### src/rtl/mem_alu_sched_if.sv
`default_nettype none
// +----------------------------------------------------------------------+
// | mem_alu_sched_if : request/response bundle for the shared address ALU |
// | Rev 1.0                                                              |
// +----------------------------------------------------------------------+
interface mem_alu_sched_if #(
   parameter int N_REQ = 2,
   parameter int ID_W  = 2
) ();
   logic [N_REQ-1:0]    req_valid;
   logic [N_REQ-1:0]    req_ready;
   logic [2*N_REQ-1:0]  req_op;
   logic [64*N_REQ-1:0] req_a;
   logic [64*N_REQ-1:0] req_b;
   logic                resp_valid;
   logic                resp_ready;
   logic [63:0]         resp_res;
   logic [ID_W-1:0]     resp_id;

   modport master (
      output req_valid, req_op, req_a, req_b, resp_ready,
      input  req_ready, resp_valid, resp_res, resp_id
   );

   modport slave (
      input  req_valid, req_op, req_a, req_b, resp_ready,
      output req_ready, resp_valid, resp_res, resp_id
   );
endinterface
`default_nettype wire

### src/rtl/mem_alu_sched.sv
`default_nettype none
// +----------------------------------------------------------------------+
// | mem_alu_sched : round-robin share of one 64-bit add/sub address ALU   |
// | Rev 1.0                                                              |
// +----------------------------------------------------------------------+
module mem_alu_sched #(
   parameter int N_REQ = 2,
   parameter int ID_W  = 2
) (
   input  wire logic        clk,
   input  wire logic        rst_n,
   input  wire logic        flush,
   mem_alu_sched_if.slave   bus
);

   typedef enum logic [0:0] {
      ST_EMPTY = 1'b0,
      ST_FULL  = 1'b1
   } state_e;

   state_e          state_q, state_d;
   logic [63:0]     res_q, res_d;
   logic [ID_W-1:0] id_q, id_d;
   logic [1:0]      rr_ptr_q, rr_ptr_d;

   logic            can_accept;
   logic            found;
   logic            grant;
   logic [1:0]      win;
   logic [2:0]      cand;
   logic [1:0]      op_sel;
   logic [63:0]     a_sel;
   logic [63:0]     b_sel;
   logic [63:0]     alu_res;
   logic [N_REQ-1:0] ready_w;

   // First valid requester at or after rr_ptr, wrapping modulo N_REQ.
   always_comb begin
      found = 1'b0;
      win   = 2'd0;
      cand  = 3'd0;
      for (int k = 0; k < N_REQ; k++) begin
         cand = {1'b0, rr_ptr_q} + 3'(k);
         if (cand >= 3'(N_REQ)) begin
            cand = cand - 3'(N_REQ);
         end
         for (int j = 0; j < N_REQ; j++) begin
            if (!found && (cand == 3'(j)) && bus.req_valid[j]) begin
               found = 1'b1;
               win   = 2'(j);
            end
         end
      end
   end

   always_comb begin
      op_sel = 2'd0;
      a_sel  = 64'd0;
      b_sel  = 64'd0;
      for (int j = 0; j < N_REQ; j++) begin
         if (win == 2'(j)) begin
            op_sel = bus.req_op[2*j +: 2];
            a_sel  = bus.req_a[64*j +: 64];
            b_sel  = bus.req_b[64*j +: 64];
         end
      end
   end

   always_comb begin
      case (op_sel)
         2'b00, 2'b01: alu_res = a_sel + b_sel;
         default:      alu_res = a_sel - b_sel;
      endcase
   end

   // rst_n gates the grant so nothing is offered while reset is held.
   assign can_accept = (state_q == ST_EMPTY) || bus.resp_ready;
   assign grant      = found && can_accept && !flush && rst_n;

   always_comb begin
      ready_w = '0;
      for (int j = 0; j < N_REQ; j++) begin
         ready_w[j] = grant && (win == 2'(j));
      end
   end

   always_comb begin
      state_d  = state_q;
      res_d    = res_q;
      id_d     = id_q;
      rr_ptr_d = rr_ptr_q;
      if (flush) begin
         state_d  = ST_EMPTY;
         rr_ptr_d = 2'd0;
      end else if (grant) begin
         state_d  = ST_FULL;
         res_d    = alu_res;
         id_d     = ID_W'(win);
         rr_ptr_d = (win == 2'(N_REQ-1)) ? 2'd0 : win + 2'd1;
      end else if ((state_q == ST_FULL) && bus.resp_ready) begin
         state_d  = ST_EMPTY;
      end
   end

   always_ff @(posedge clk or negedge rst_n) begin
      if (!rst_n) begin
         state_q  <= ST_EMPTY;
         res_q    <= 64'd0;
         id_q     <= '0;
         rr_ptr_q <= 2'd0;
      end else begin
         state_q  <= state_d;
         res_q    <= res_d;
         id_q     <= id_d;
         rr_ptr_q <= rr_ptr_d;
      end
   end

   assign bus.req_ready  = ready_w;
   assign bus.resp_valid = (state_q == ST_FULL);
   assign bus.resp_res   = res_q;
   assign bus.resp_id    = id_q;

endmodule
`default_nettype wire
### src/flat_wrapper.sv
// flat-port wrapper written by rule: the top's interface ports become plain ports
module mem_alu_sched_flat 
#(
   parameter int N_REQ = 2,
   parameter int ID_W  = 2
)
  (clk, rst_n, flush, bus_req_valid, bus_req_op, bus_req_a, bus_req_b, bus_resp_ready, bus_req_ready, bus_resp_valid, bus_resp_res, bus_resp_id);
  mem_alu_sched_if #(.N_REQ(N_REQ), .ID_W(ID_W)) bus_i ();
  input  wire logic clk;
  input  wire logic rst_n;
  input  wire logic flush;
  input wire logic [$bits(bus_i.req_valid)-1:0] bus_req_valid;
  input wire logic [$bits(bus_i.req_op)-1:0] bus_req_op;
  input wire logic [$bits(bus_i.req_a)-1:0] bus_req_a;
  input wire logic [$bits(bus_i.req_b)-1:0] bus_req_b;
  input wire logic [$bits(bus_i.resp_ready)-1:0] bus_resp_ready;
  output wire logic [$bits(bus_i.req_ready)-1:0] bus_req_ready;
  output wire logic [$bits(bus_i.resp_valid)-1:0] bus_resp_valid;
  output wire logic [$bits(bus_i.resp_res)-1:0] bus_resp_res;
  output wire logic [$bits(bus_i.resp_id)-1:0] bus_resp_id;
  assign bus_i.req_valid = bus_req_valid;
  assign bus_i.req_op = bus_req_op;
  assign bus_i.req_a = bus_req_a;
  assign bus_i.req_b = bus_req_b;
  assign bus_i.resp_ready = bus_resp_ready;
  assign bus_req_ready = bus_i.req_ready;
  assign bus_resp_valid = bus_i.resp_valid;
  assign bus_resp_res = bus_i.resp_res;
  assign bus_resp_id = bus_i.resp_id;
  mem_alu_sched #(.N_REQ(N_REQ), .ID_W(ID_W)) u_core (.clk(clk), .rst_n(rst_n), .flush(flush), .bus(bus_i));
endmodule
### config.mk
export PLATFORM = sky130hd
export DESIGN_NAME = mem_alu_sched_flat
export DESIGN_NICKNAME = d
export VERILOG_FILES = /design/src/rtl/mem_alu_sched_if.sv /design/src/rtl/mem_alu_sched.sv /design/src/flat_wrapper.sv
export SDC_FILE = /design/constraint.sdc
export NUM_CORES = 1
export LEC_CHECK = 0
export ABC_AREA = 1
export BUFFER_PORTS_ARGS = -buffer_cell sky130_fd_sc_hd__buf_2
export CAP_MARGIN = 40
export CELL_PAD_IN_SITES_DETAIL_PLACEMENT = 0
export CELL_PAD_IN_SITES_GLOBAL_PLACEMENT = 1
export CORE_ASPECT_RATIO = 0.5
export CORE_MARGIN = 10
export CORE_UTILIZATION = 38
export DETAILED_ROUTE_END_ITERATION = 6
export HOLD_SLACK_MARGIN = 0.15
export PLACE_DENSITY = 0.85
export SYNTH_ARGS = -nofsm -noshare
export SYNTH_HDL_FRONTEND = slang
export SYNTH_SLANG_ARGS = --single-unit
### constraint.sdc
create_clock -name clk -period 7.84 [get_ports clk]
set_clock_uncertainty 0.1 [all_clocks]
set_input_delay 1.568 -clock clk [delete_from_list [all_inputs] [get_ports clk]]
set_output_delay 1.568 -clock clk [all_outputs]
set_load 0.02 [all_outputs]
==> metrics.md, run 1 <==
| Metric | Value |
|---|---|
| RSZ-0062 raised after global routing | false |
| Setup ws final | about 1700 ps |
| Max Clock Freq | around 0.16 GHz |
| Largest cells by area after synthesis | nand2_1 25%, dfrtp_1 16%, nor2_1 7.2%, ha_1 7.2%, inv_1 6.9% |
| Startpoint Class | input pin |
| I/O Buffers | ~330 |
| Row count | 43 |
| Synth Register Bits | 67 |
| H-tree levels | 3 |
| Residual DRC | 0 |
| Status | complete, no violations |
| Post-DP HPWL | approximately 42 mm |
| Avg Cell Area, Syn | between 5 and 6 um^2 |
| Routability Congestion | ~1.1 |
| Worst R2R Path Depth | 20 |
| First-pass GRT wire length | between 70 and 80 mm |
| Pleak | 7.19 nW |
| Crit-path max FO | 45 |
| Post-CTS Setup Inserts | 0 |
| Final wirelength | 48.4 mm |
| Fillers | between 3000 and 4000 |
| WHS Endpoint | u_core.bus.resp_res[47]$_DFFE_PN0P_ |
| Comb pwr share | 0.686 |
| Num CTS Buffers | 9 |
| Normalized max-slew margin | 0.421 |
| Worst setup EP type | register |
| Worst skew pair latency | between 300 and 400 ps |
| Vias per cell | a little over 5 |
| R2R Path End | u_core.bus.resp_res[38]$_DFFE_PN0P_ |
| GRT overflow | 0 |
| Syn nets | about 2200 |
| Period utilization | 0.787 |
| Crit path max-delay cell type | o21ai_0 |
| # clock sinks | 67 |
| Hold-fix buffers at CTS | 0 |
| Hold wc startpoint | u_core.bus.resp_res[47]$_DFFE_PN0P_ |
| Setup_tns | 0 ps |
| Clock Tree Buf Depth | 2 |
| Ratio of cells with drive above 1 in the final layout | 0.190 |
| Count of final setup violators | 0 |
| Largest net degree at the start of global routing | 100 |
| Data arrival time of the worst path | 6300 ps |
| Unique cell type count in the Yosys netlist | 50 |
| Root Buffer | clkbuf_16 |
| Tot Pwr | 3.03 mW |
| Worst-Margin Slew | between 800 and 900 ps |
| MaxCap Viol Count | 0 |
| Sw frac | 0.542 |
| Post-DP Area | approximately 13000 um^2 |
| Final Cell Area | 13000 um^2 |
| Synthesized area | between 10000 and 15000 um^2 |
| ANT nets after route | 0 |
| Setup CP Type | in2reg |
| Yosys warns | 0 |
| Sequential area share after synthesis | 0.155 |
| Most used cell along the critical path | nand2_1 |
| 1st-iter DRT viols | 1624 |
| Syn-to-layout area delta | 20.6% |
| Worst slack at placement | about 1400 ps |
| Clock slew at reported path FFs | roughly 50 ps |
| Wire length per cell after detailed routing | between 15 and 20 um |
| Core area | around 28000 um^2 |
| Multi-input gate area | a little over 8000 um^2 |
| Fin. Hold Viols | 0 |
| Initial Util | 0.388 |
| Hold Path Class | reg2reg |
| Worst reg2reg setup slack | between 2000 and 2500 ps |
| Cells after Synth | roughly 1900 |
| Die width | approximately 260 um |
| IO Pins | around 340 |
| CTS tree | built |
| Tmin final | 6170 ps |
| Die span in y | between 100 and 150 um |
| Tot GR Track Use | 0.255 |
| Psw | roughly 1.6 mW |
| Final nets | between 2000 and 3000 |
| Power Density | 233 nW/um^2 |
| Synth top area share | 0.254 |
| Slew Limit Fails | 0 |
| Worst reg2reg path startpoint | u_core.rr_ptr_q[0]$_DFFE_PN0P_ |
| First-pass DRT Iterations | 6 |
| Register area | between 1500 and 2000 um^2 |
| Sequential power share | 0.186 |
| Largest stage delay, worst path | approximately 610 ps |
| Pint | 1.39 mW |
| Worst ir drop on vdd | about 0.12 mV |
| Initial antenna violation count | 3 |
| Clk pwr share | 0.128 |
| Post-CTS Resized | 0 |
| CP required | around 8000 ps |
| Vias in the first global route | approximately 12000 |
| Worst Hold Depth | 2 |
| Vias | 13400 |
| Post-synth top area cell | nand2_1 |
| Die area | 36000 um^2 |
cells by family after synthesis:
family                   share of synthesized area
other                                     0.000347
AND/OR/NAND/NOR                              0.458
buffers and inverters                       0.0992
AO/OA/AOI/OAI                                0.147
multiplexers                              0.000927
flip-flops                                   0.155
adder cells (fa/ha/maj)                     0.0737
XOR/XNOR                                    0.0665
worst max-delay path by stage:
stage | from | to | slack (ps) | cells past startpoint
floorplan | bus_req_valid[1] | u_core.bus.resp_res[54]$_DFFE_PN0P_ | 2820 | 25
global route | bus_req_valid[0] | u_core.bus.resp_res[63]$_DFFE_PN0P_ | 1210 | 29
global placement | bus_req_valid[1] | u_core.bus.resp_res[63]$_DFFE_PN0P_ | 1450 | 25
detailed placement | bus_req_valid[1] | u_core.bus.resp_res[38]$_DFFE_PN0P_ | 1430 | 20
finish | bus_req_valid[0] | u_core.bus.resp_res[63]$_DFFE_PN0P_ | 1670 | 29
CTS | bus_req_valid[1] | u_core.bus.resp_res[38]$_DFFE_PN0P_ | 1780 | 20
state kept, by name (all words and copies together), names as in the netlist:
name,count
u_core.bus.resp_id,1
u_core.bus.resp_res,64
u_core.bus.resp_valid,1
u_core.rr_ptr_q,1
power by group through the flow:
stage / registers (mW) / logic (mW) / clock network (mW)
floorplan: 0.741 / 1.11 / 0
global placement: 0.559 / 2.01 / 0
detailed placement: 0.565 / 2.01 / 0
CTS: 0.564 / 2.02 / 0.394
global route: 0.581 / 2.26 / 0.410
finish: 0.564 / 2.08 / 0.388
metal layers:
| metal | vias up | wire length [um] | global-route usage |
|---|---|---|---|
| li1 | 6710 | - | - |
| met3 | 16 | 5850 | 0.0783 |
| met5 | - | 0 | 0 |
| met4 | 0 | 229 | 0.0320 |
| met2 | 578 | 19100 | 0.351 |
| met1 | 6059 | 23200 | 0.384 |
cells in the mapped netlist, drive strengths merged:
library cell / count
ha: 62
dfrtp: 67
and3: 4
nand4: 15
o2111ai: 1
conb: 1
o21a: 12
nor3: 16
xor2: 44
fa: 1
or2: 7
inv: 204
a211oi: 2
mux2i: 1
nor2: 224
nand3b: 13
nor3b: 1
a21oi: 100
o31ai: 5
a31oi: 14
nand2: 747
o211ai: 4
clkbuf: 34
buf: 22
xnor2: 38
nand3: 128
a21boi: 10
nor4: 8
o21ai: 107
a21o: 11
and2: 1
o221ai: 1
o21bai: 12
through the flow:
step                hold WS [ps]  utilization  instances
floorplan                    491            -       1917
global route                 392        0.467       2602
CTS                          376        0.467       2599
global placement             359        0.456       2583
detailed placement           361        0.457       2584
finish                       369        0.467       2602
layout make-up:
| class | instances | share of cell area |
|---|---|---|
| antenna | 3 | 0.000576 |
| clock buffer | 10 | 0.0176 |
| multi-input combinational | 1590 | 0.619 |
| timing repair buffer | 341 | 0.135 |
| sequential | 67 | 0.129 |
| inverter | 204 | 0.0588 |
| tap | 382 | 0.0367 |
| clock inverter | 5 | 0.00423 |
cells in the final DEF, fill, tap and decap left out, types with 5 or more instances in the layout:
master,Yosys,layout
nor2_1,207,207
o21a_1,12,12
a21oi_1,99,99
inv_1,198,197
buf_2,7,331
nand2_4,6,7
nand2_1,730,730
a31oi_1,14,14
o31ai_1,5,5
dfrtp_1,67,67
o21ai_0,95,95
o21bai_1,12,12
nand3_2,11,11
a21o_1,11,11
inv_2,6,7
a21boi_0,10,10
xnor2_1,38,38
nor3_1,14,14
nor2_2,10,10
nand4_1,15,15
clkbuf_16,0,9
nor4_1,8,8
nand2_2,11,10
or2_2,7,7
o21ai_1,9,9
xor2_1,44,44
buf_4,3,9
ha_1,62,62
nand3b_1,13,13
nand3_1,117,117
worst max-delay path, delay by kind of cell:
family,cells,cell delay [ps]
AO/OA/AOI/OAI,4,1160
XOR/XNOR,1,140
adder cells (fa/ha/maj),1,470
buffers and inverters,6,1020
AND/OR/NAND/NOR,17,1890
(Power assumes the default switching activity.)
==> run 2, diff against run 1 <==
--- a/config.mk
+++ b/config.mk
@@ -12,10 +12,10 @@
 export CELL_PAD_IN_SITES_GLOBAL_PLACEMENT = 1
 export CORE_ASPECT_RATIO = 0.5
 export CORE_MARGIN = 10
-export CORE_UTILIZATION = 38
+export CORE_UTILIZATION = 35
 export DETAILED_ROUTE_END_ITERATION = 6
 export HOLD_SLACK_MARGIN = 0.15
-export PLACE_DENSITY = 0.85
+export PLACE_DENSITY = 0.79
 export SYNTH_ARGS = -nofsm -noshare
 export SYNTH_HDL_FRONTEND = slang
 export SYNTH_SLANG_ARGS = --single-unit
==> constraint.sdc (replaced) <==
create_clock -name clk -period 6.4 [get_ports clk]
set_clock_uncertainty 0.1 [all_clocks]
set_input_delay 1.28 -clock clk [delete_from_list [all_inputs] [get_ports clk]]
set_output_delay 1.28 -clock clk [all_outputs]
set_load 0.02 [all_outputs]
==> run 2 against run 1 <==
Compared with the run above: cell count up 0.88%; sequential power up 22%; design area up 0.89%; register-to-register slack worse by 980 ps; sequential share of layout area down 0.11 points; die area up 7.6%; critical path type unchanged; highest routed layer unchanged.
==> metrics.md, run 2 (synthesis results as in run 1) <==
| Metric | Value |
|---|---|
| Setup CP Type | in2reg (unchanged) |
| Final nets | 2549 (was 2542) |
| Wire length per cell after detailed routing | 18.6 um (about the same) |
| Final core utilization | 0.433 (was 0.467) |
| Max Clock Freq | roughly 0.18 GHz |
| # clock sinks | 67 (unchanged) |
| Fin. Hold Viols | 0 (unchanged) |
| Worst reg2reg setup slack | 1390 ps (was 2370 ps) |
| Status | complete, no violations (unchanged) |
| Root Buffer | clkbuf_16 (unchanged) |
| Clock Tree Buf Depth | 2 (unchanged) |
| Post-DP HPWL | 42.7 mm (was 41.8 mm) |
| Worst skew pair latency | 340 ps (was 330 ps) |
| Most common cell after layout, fill and taps aside | nand2_1 (unchanged) |
| WHS Endpoint | u_core.bus.resp_res[52]$_DFFE_PN0P_ (was u_core.bus.resp_res[47]$_DFFE_PN0P_) |
| Tmin final | about 5600 ps |
| Worst ir drop on vdd | 0.156 mV (was 0.122 mV) |
| Hold-fix buffers at CTS | 0 (unchanged) |
| Pleak | 7.25 nW (was 7.19 nW) |
| Data arrival time of the worst path | 5680 ps (was 6300 ps) |
| IO Pins | 335 (unchanged) |
| Largest net degree at the start of global routing | 100 (unchanged) |
| Die area | 38700 um^2 (was 36000 um^2) |
| Count of final setup violators | 0 (unchanged) |
| Period utilization | 0.868 |
| Ratio of cells with drive above 1 in the final layout | 0.193 (was 0.190) |
| 1st-iter DRT viols | 1388 (was 1624) |
| First-pass GRT wire length | 71.5 mm (was 71.8 mm) |
| Hold Path Class | reg2reg (unchanged) |
| Vias in the first global route | 11900 (was 12100) |
| Commonest cells after routing, fill and taps aside | 730 x nand2_1, 331 x buf_2, 207 x nor2_1, 197 x inv_1, 117 x nand3_1 (unchanged) |
| RSZ-0062 raised after global routing | false (unchanged) |
| Post-CTS Setup Inserts | 0 (unchanged) |
| Row count | 45 (was 43) |
| Worst R2R Path Depth | 22 (was 20) |
| Slew Limit Fails | 0 (unchanged) |
| Die width | 268 um (was 258 um) |
| Worst-Margin Slew | 877 ps (was 869 ps) |
| H-tree levels | 3 (unchanged) |
| Psw | 2.02 mW (was 1.64 mW) |
| Initial Util | 0.356 (was 0.388) |
| Worst reg2reg path startpoint | u_core.rr_ptr_q[0]$_DFFE_PN0P_ (unchanged) |
| Hold wc startpoint | u_core.bus.resp_res[52]$_DFFE_PN0P_ (was u_core.bus.resp_res[47]$_DFFE_PN0P_) |
| Post-CTS Resized | 0 (unchanged) |
| MaxCap Viol Count | 0 (unchanged) |
| Crit-path max FO | 32 (was 45) |
| Core area | 30300 um^2 (was 27900 um^2) |
| Setup_tns | 0 ps (unchanged) |
| Vias | 13300 (was 13400) |
| Die span in y | 144 um (was 139 um) |
| Final wirelength | 48.8 mm (was 48.4 mm) |
| Tot GR Track Use | 0.243 (was 0.255) |
| First-pass DRT Iterations | 6 (unchanged) |
| Pint | 1.80 mW (was 1.39 mW) |
| Startpoint Class | input pin (unchanged) |
| Initial antenna violation count | 1 (was 3) |
| I/O Buffers | 331 (unchanged) |
| ANT nets after route | 0 (unchanged) |
| Worst Hold Depth | 2 (unchanged) |
| CTS tree | built (unchanged) |
| Sequential power share | 0.181 (was 0.186) |
| Max reg flops | 64 (unchanged) |
| Residual DRC | 0 (unchanged) |
| Power Density | 290 nW/um^2 (was 233 nW/um^2) |
| Vias per cell | 5.08 (was 5.14) |
| Syn-to-layout area delta | 21.6% (was 20.6%) |
| Worst setup EP type | register (unchanged) |
| Clk pwr share | 0.152 (was 0.128) |
| Clock slew at reported path FFs | 50 ps (about the same) |
| R2R Path End | u_core.bus.resp_res[38]$_DFFE_PN0P_ (unchanged) |
| CP required | 6520 ps (was 7960 ps) |
| Routability Congestion | 1.02 (was 1.06) |
| Normalized max-slew margin | 0.415 (was 0.421) |
| Num CTS Buffers | 9 (unchanged) |
| Comb pwr share | 0.667 (was 0.686) |
| GRT overflow | 0 (unchanged) |
| Sw frac | 0.529 (was 0.542) |
## run 2: area by class of cell
class                           count  area, um^2
Sequential cell                    67        1680
Multi-Input combinational cell   1590        8060
Antenna cell                        1        2.50
Clock inverter                      6         113
Inverter                          204         766
Fill cell                        3449       17200
Clock buffer                       10         239
Tap cell                          399         499
Timing Repair Buffer              348        1780
## run 2: how the worst max path moves through the flow
stage                                                to             start  slack [ps]  cells past startpoint
floorplan           u_core.bus.resp_res[54]$_DFFE_PN0P_  bus_req_valid[1]        1670                     25
global placement    u_core.bus.resp_res[59]$_DFFE_PN0P_  bus_req_valid[1]         580                     28
detailed placement  u_core.bus.resp_res[59]$_DFFE_PN0P_  bus_req_valid[1]         610                     28
CTS                 u_core.bus.resp_res[59]$_DFFE_PN0P_  bus_req_valid[1]         930                     28
global route        u_core.bus.resp_res[38]$_DFFE_PN0P_  bus_req_valid[1]         360                     24
finish              u_core.bus.resp_res[63]$_DFFE_PN0P_  bus_req_valid[1]         840                     28
## run 2: routing by layer
metal  GRT usage  vias up  routed length, um
li1            -     6724                  -
met1       0.367     6018              23600
met4      0.0450        0                659
met2       0.336      549              19200
met5           0        -                  0
met3      0.0612       39               5290
## run 2: power by group through the flow
stage          Sequential (mW)  Combinational, mW  Clock, mW
2_1_floorplan            0.908               1.36          0
5_1_grt                  0.714               2.77      0.607
6_report                 0.689               2.54      0.581
3_3_place_gp             0.687               2.48          0
4_1_cts                  0.689               2.48      0.591
3_5_place_dp             0.693               2.47          0
## run 2: critical path, cell delays in order
cell and delay (ps):
buf_2 190, nand2_2 240, nand2_4 180, buf_4 240, buf_4 250, nand2_1 90
nand2_1 170, nor2_1 180, nand2_1 110, nor2_1 210, nand3_2 140, nor2_4 130
nand3_2 100, nand2_1 80, nand2_1 50, nand2_1 70, inv_1 50, ha_1 420
nand2_1 150, nor2_1 120, inv_1 90, nor4_1 530, and3_1 260, nand2_1 70
nand2_1 60, nand2_1 50, nand3_1 70, nand2_1 60
## run 2: per-stage QoR
stage	area, um^2	setup WS [ps]	instances	total power, mW	hold WS [ps]
5_1_grt	13100	365	2625	4.09	398
2_1_floorplan	10800	1670	1917	2.27	491
6_report	13100	843	2625	3.81	373
4_1_cts	13100	933	2624	3.76	378
3_5_place_dp	12800	607	2608	3.17	363
3_3_place_gp	12800	580	2608	3.16	360
==> run 3, diff against run 2 <==
--- a/config.mk
+++ b/config.mk
@@ -12,10 +12,10 @@
 export CELL_PAD_IN_SITES_GLOBAL_PLACEMENT = 1
 export CORE_ASPECT_RATIO = 0.5
 export CORE_MARGIN = 10
-export CORE_UTILIZATION = 35
+export CORE_UTILIZATION = 32
 export DETAILED_ROUTE_END_ITERATION = 6
 export HOLD_SLACK_MARGIN = 0.15
-export PLACE_DENSITY = 0.79
+export PLACE_DENSITY = 0.76
 export SYNTH_ARGS = -nofsm -noshare
 export SYNTH_HDL_FRONTEND = slang
 export SYNTH_SLANG_ARGS = --single-unit
==> constraint.sdc (replaced) <==
create_clock -name clk -period 5.1 [get_ports clk]
set_clock_uncertainty 0.1 [all_clocks]
set_input_delay 1.02 -clock clk [delete_from_list [all_inputs] [get_ports clk]]
set_output_delay 1.02 -clock clk [all_outputs]
set_load 0.02 [all_outputs]
==> run 3 against run 2 <==
Compared with the run above: the run now ends with design-rule violations left; total power is 34% higher; flip-flop and latch count unchanged; register-to-register slack got worse by 960 ps; cell count up 6.7%; sequential power rose by 26%; die area up 8.4%; design area increased by 8.6%; hold slack worse by 0.61 ps; via count is 1.5% higher; critical path type unchanged; largest power group unchanged.
==> metrics.md, run 3 (synthesis results as in run 1) <==
| Metric | Value |
|---|---|
| Worst setup EP type | register (unchanged) |
| Worst ir drop on vdd | 0.197 mV (was 0.156 mV) |
| Worst skew pair latency | 340 ps (about the same) |
| Hold-fix buffers at CTS | 0 (unchanged) |
| Psw | 2.61 mW (was 2.02 mW) |
| Period utilization | 0.951 |
| CTS tree | built (unchanged) |
| Die area | 42000 um^2 (was 38700 um^2) |
| First-pass DRT Iterations | 7 (was 6) |
| MaxCap Viol Count | 0 (unchanged) |
| Worst reg2reg path startpoint | u_core.rr_ptr_q[0]$_DFFE_PN0P_ (unchanged) |
| Residual DRC | 1 (was 0) |
| Pleak | 7.91 nW (was 7.25 nW) |
| Comb pwr share | 0.698 (was 0.667) |
| Hold Slack | 372 ps (was 373 ps) |
| Die width | 280 um (was 268 um) |
| Final nets | 2683 (was 2549) |
| IO Pins | 335 (unchanged) |
| Fin. Hold Viols | 0 (unchanged) |
| Hold Path Class | reg2reg (unchanged) |
| CP required | 5220 ps (was 6520 ps) |
| Core area | 33200 um^2 (was 30300 um^2) |
| Data arrival time of the worst path | 4970 ps (was 5680 ps) |
| Post-DP Area | 13900 um^2 (was 12800 um^2) |
| Tot GR Track Use | 0.231 (was 0.243) |
| Clock slew at reported path FFs | 60 ps (was 50 ps) |
| Most used cell along the critical path | nand2_1 (unchanged) |
| Power Density | 358 nW/um^2 (was 290 nW/um^2) |
| Critical Path Start | bus_req_valid[1] (unchanged) |
| # clock sinks | 67 (unchanged) |
| Num CTS Buffers | 9 (unchanged) |
| Vias in the first global route | 12400 (was 11900) |
| First-pass GRT wire length | 74.4 mm (was 71.5 mm) |
| Routability Congestion | 0.966 (was 1.02) |
| Largest stage delay, worst path | 460 ps (was 530 ps) |
| Startpoint Class | input pin (unchanged) |
| ANT nets after route | 0 (unchanged) |
| Largest net degree at the start of global routing | 100 (unchanged) |
| Tot Pwr | 5.10 mW (was 3.81 mW) |
| Most common cell after layout, fill and taps aside | nand2_1 (unchanged) |
| Vias per cell | 4.83 (was 5.08) |
| Worst-Margin Slew | 880 ps (was 877 ps) |
| Clk pwr share | 0.132 (was 0.152) |
| Die span in y | 150 um (was 144 um) |
| Sequential power share | 0.170 (was 0.181) |
| Failing checks | design-rule violations |
| Max reg flops | 64 (unchanged) |
| 1st-iter DRT viols | 1473 (was 1388) |
| Vias | 13500 (was 13300) |
| Buf+Inv Stages, Crit Path | 6 (was 5) |
| Clock Tree Buf Depth | 2 (unchanged) |
| Row count | 47 (was 45) |
| Status | finished, violations left (was complete, no violations) |
| Slew Limit Fails | 0 (unchanged) |
| Root Buffer | clkbuf_16 (unchanged) |
| Final wirelength | 50.4 mm (was 48.8 mm) |
| Normalized max-slew margin | 0.413 (was 0.415) |
| Placed insts | 2784 (was 2608) |
| Tmin final | ~4900 ps |
| Commonest cells after routing, fill and taps aside | 730 x nand2_1, 331 x buf_2, 206 x nor2_1, 197 x inv_1, 146 x buf_4 (was 730 x nand2_1, 331 x buf_2, 207 x nor2_1, 197 x inv_1, 117 x nand3_1) |
| GRT overflow | 0 (unchanged) |
| Syn-to-layout area delta | 32.1% (was 21.6%) |
| Crit path max-delay cell type | ha_1 (was nor4_1) |
| Crit. path cell count | 29 (was 28) |
| Post-CTS Setup Inserts | 0 (unchanged) |
| Wire length per cell after detailed routing | 18.0 um (was 18.6 um) |
| Max Clock Freq | roughly 0.21 GHz |
| Worst R2R Path Depth | 28 (was 22) |
| Pint | 2.49 mW (was 1.80 mW) |
| Non-filler cells, final | 2802 (was 2625) |
| Count of final setup violators | 0 (unchanged) |
| I/O Buffers | 331 (unchanged) |
| CP top delay family | simple AND/OR/NAND/NOR gates (unchanged) |
| Worst Hold Depth | 2 (unchanged) |
| RSZ-0062 raised after global routing | false (unchanged) |
| Setup CP Type | in2reg (unchanged) |
| Ratio of cells with drive above 1 in the final layout | 0.241 (was 0.193) |
| Crit-path max FO | 22 (was 32) |
| H-tree levels | 3 (unchanged) |
| Final Cell Area | 14300 um^2 (was 13100 um^2) |
| Initial antenna violation count | 1 (unchanged) |
| Hold wc startpoint | u_core.bus.resp_res[37]$_DFFE_PN0P_ (was u_core.bus.resp_res[52]$_DFFE_PN0P_) |
| Setup_tns | 0 ps (unchanged) |
| Sw frac | 0.512 (was 0.529) |
| Post-DP HPWL | 44.3 mm (was 42.7 mm) |
| Initial Util | 0.326 (was 0.356) |
==> run 3: cell types whose count changed in the layout (fill, tap and decap cells not counted), sizes merged <==
cell,change
buf,+134
bufinv,-1
clkinv,-1
clkinvlp,+2
diode,+1
==> run 3: power by group through the flow <==
stage | logic, mW | registers [mW] | clock network (mW)
global placement | 3.47 | 0.865 | 0
floorplan | 1.71 | 1.14 | 0
CTS | 3.49 | 0.866 | 0.690
finish | 3.56 | 0.866 | 0.673
global route | 3.88 | 0.893 | 0.709
detailed placement | 3.47 | 0.871 | 0
==> run 3: cell type report <==
type | instances | area (um^2)
Fill cell | 3767 | 18900
Multi-Input combinational cell | 1590 | 8080
Timing Repair Buffer | 482 | 2860
Sequential cell | 67 | 1680
Inverter | 204 | 766
Tap cell | 441 | 552
Clock buffer | 10 | 239
Clock inverter | 6 | 88.8
Antenna cell | 2 | 5.00
==> run 3: worst paths after layout <==
kind                                                        to  slack (ps)
max                        u_core.bus.resp_res[54]$_DFFE_PN0P_         250
min                        u_core.bus.resp_res[37]$_DFFE_PN0P_         370
max reg2reg                u_core.bus.resp_res[54]$_DFFE_PN0P_         430
min reg2reg                u_core.bus.resp_res[37]$_DFFE_PN0P_         370
max in group asynchronous  u_core.bus.resp_res[62]$_DFFE_PN0P_        3910
min in group asynchronous    u_core.bus.resp_id[0]$_DFFE_PN0P_         470
==> run 3: metal layers <==
metal,GRT usage,vias to the layer above,routed length [um],part of all wire
li1,-,6985,-,-
met1,0.358,6030,25500,0.51
met2,0.328,489,20300,0.40
met3,0.0365,24,4170,0.083
met4,0.0341,0,446,0.0089
met5,0,-,0,0
==> run 3: timing repair <==
| item | 4_1_cts | 5_1_grt |
|---|---|---|
| resized for setup | 0 | 7 |
| endpoints found under the hold margin | 0 | 0 |
| setup endpoints to repair | 0 | 6 |
==> run 3: per-stage QoR <==
step	util	worst slack [ps]
after floorplan	-	626
after global placement	0.419	36.0
after detailed placement	0.419	35.9
after CTS	0.429	374
after global routing	0.430	5.96
final	0.430	247
==> run 3: worst register-to-register path: cells and delay by family (launching register included) <==
kind                       cells  cell delay, ps
buffers and inverters          5             560
DFF                            1             550
AOI/OAI and AO/OA              4             920
and+or+nand+nor               17            1820
adders and majority gates      1             460
xor gates and xnor gates       1             160
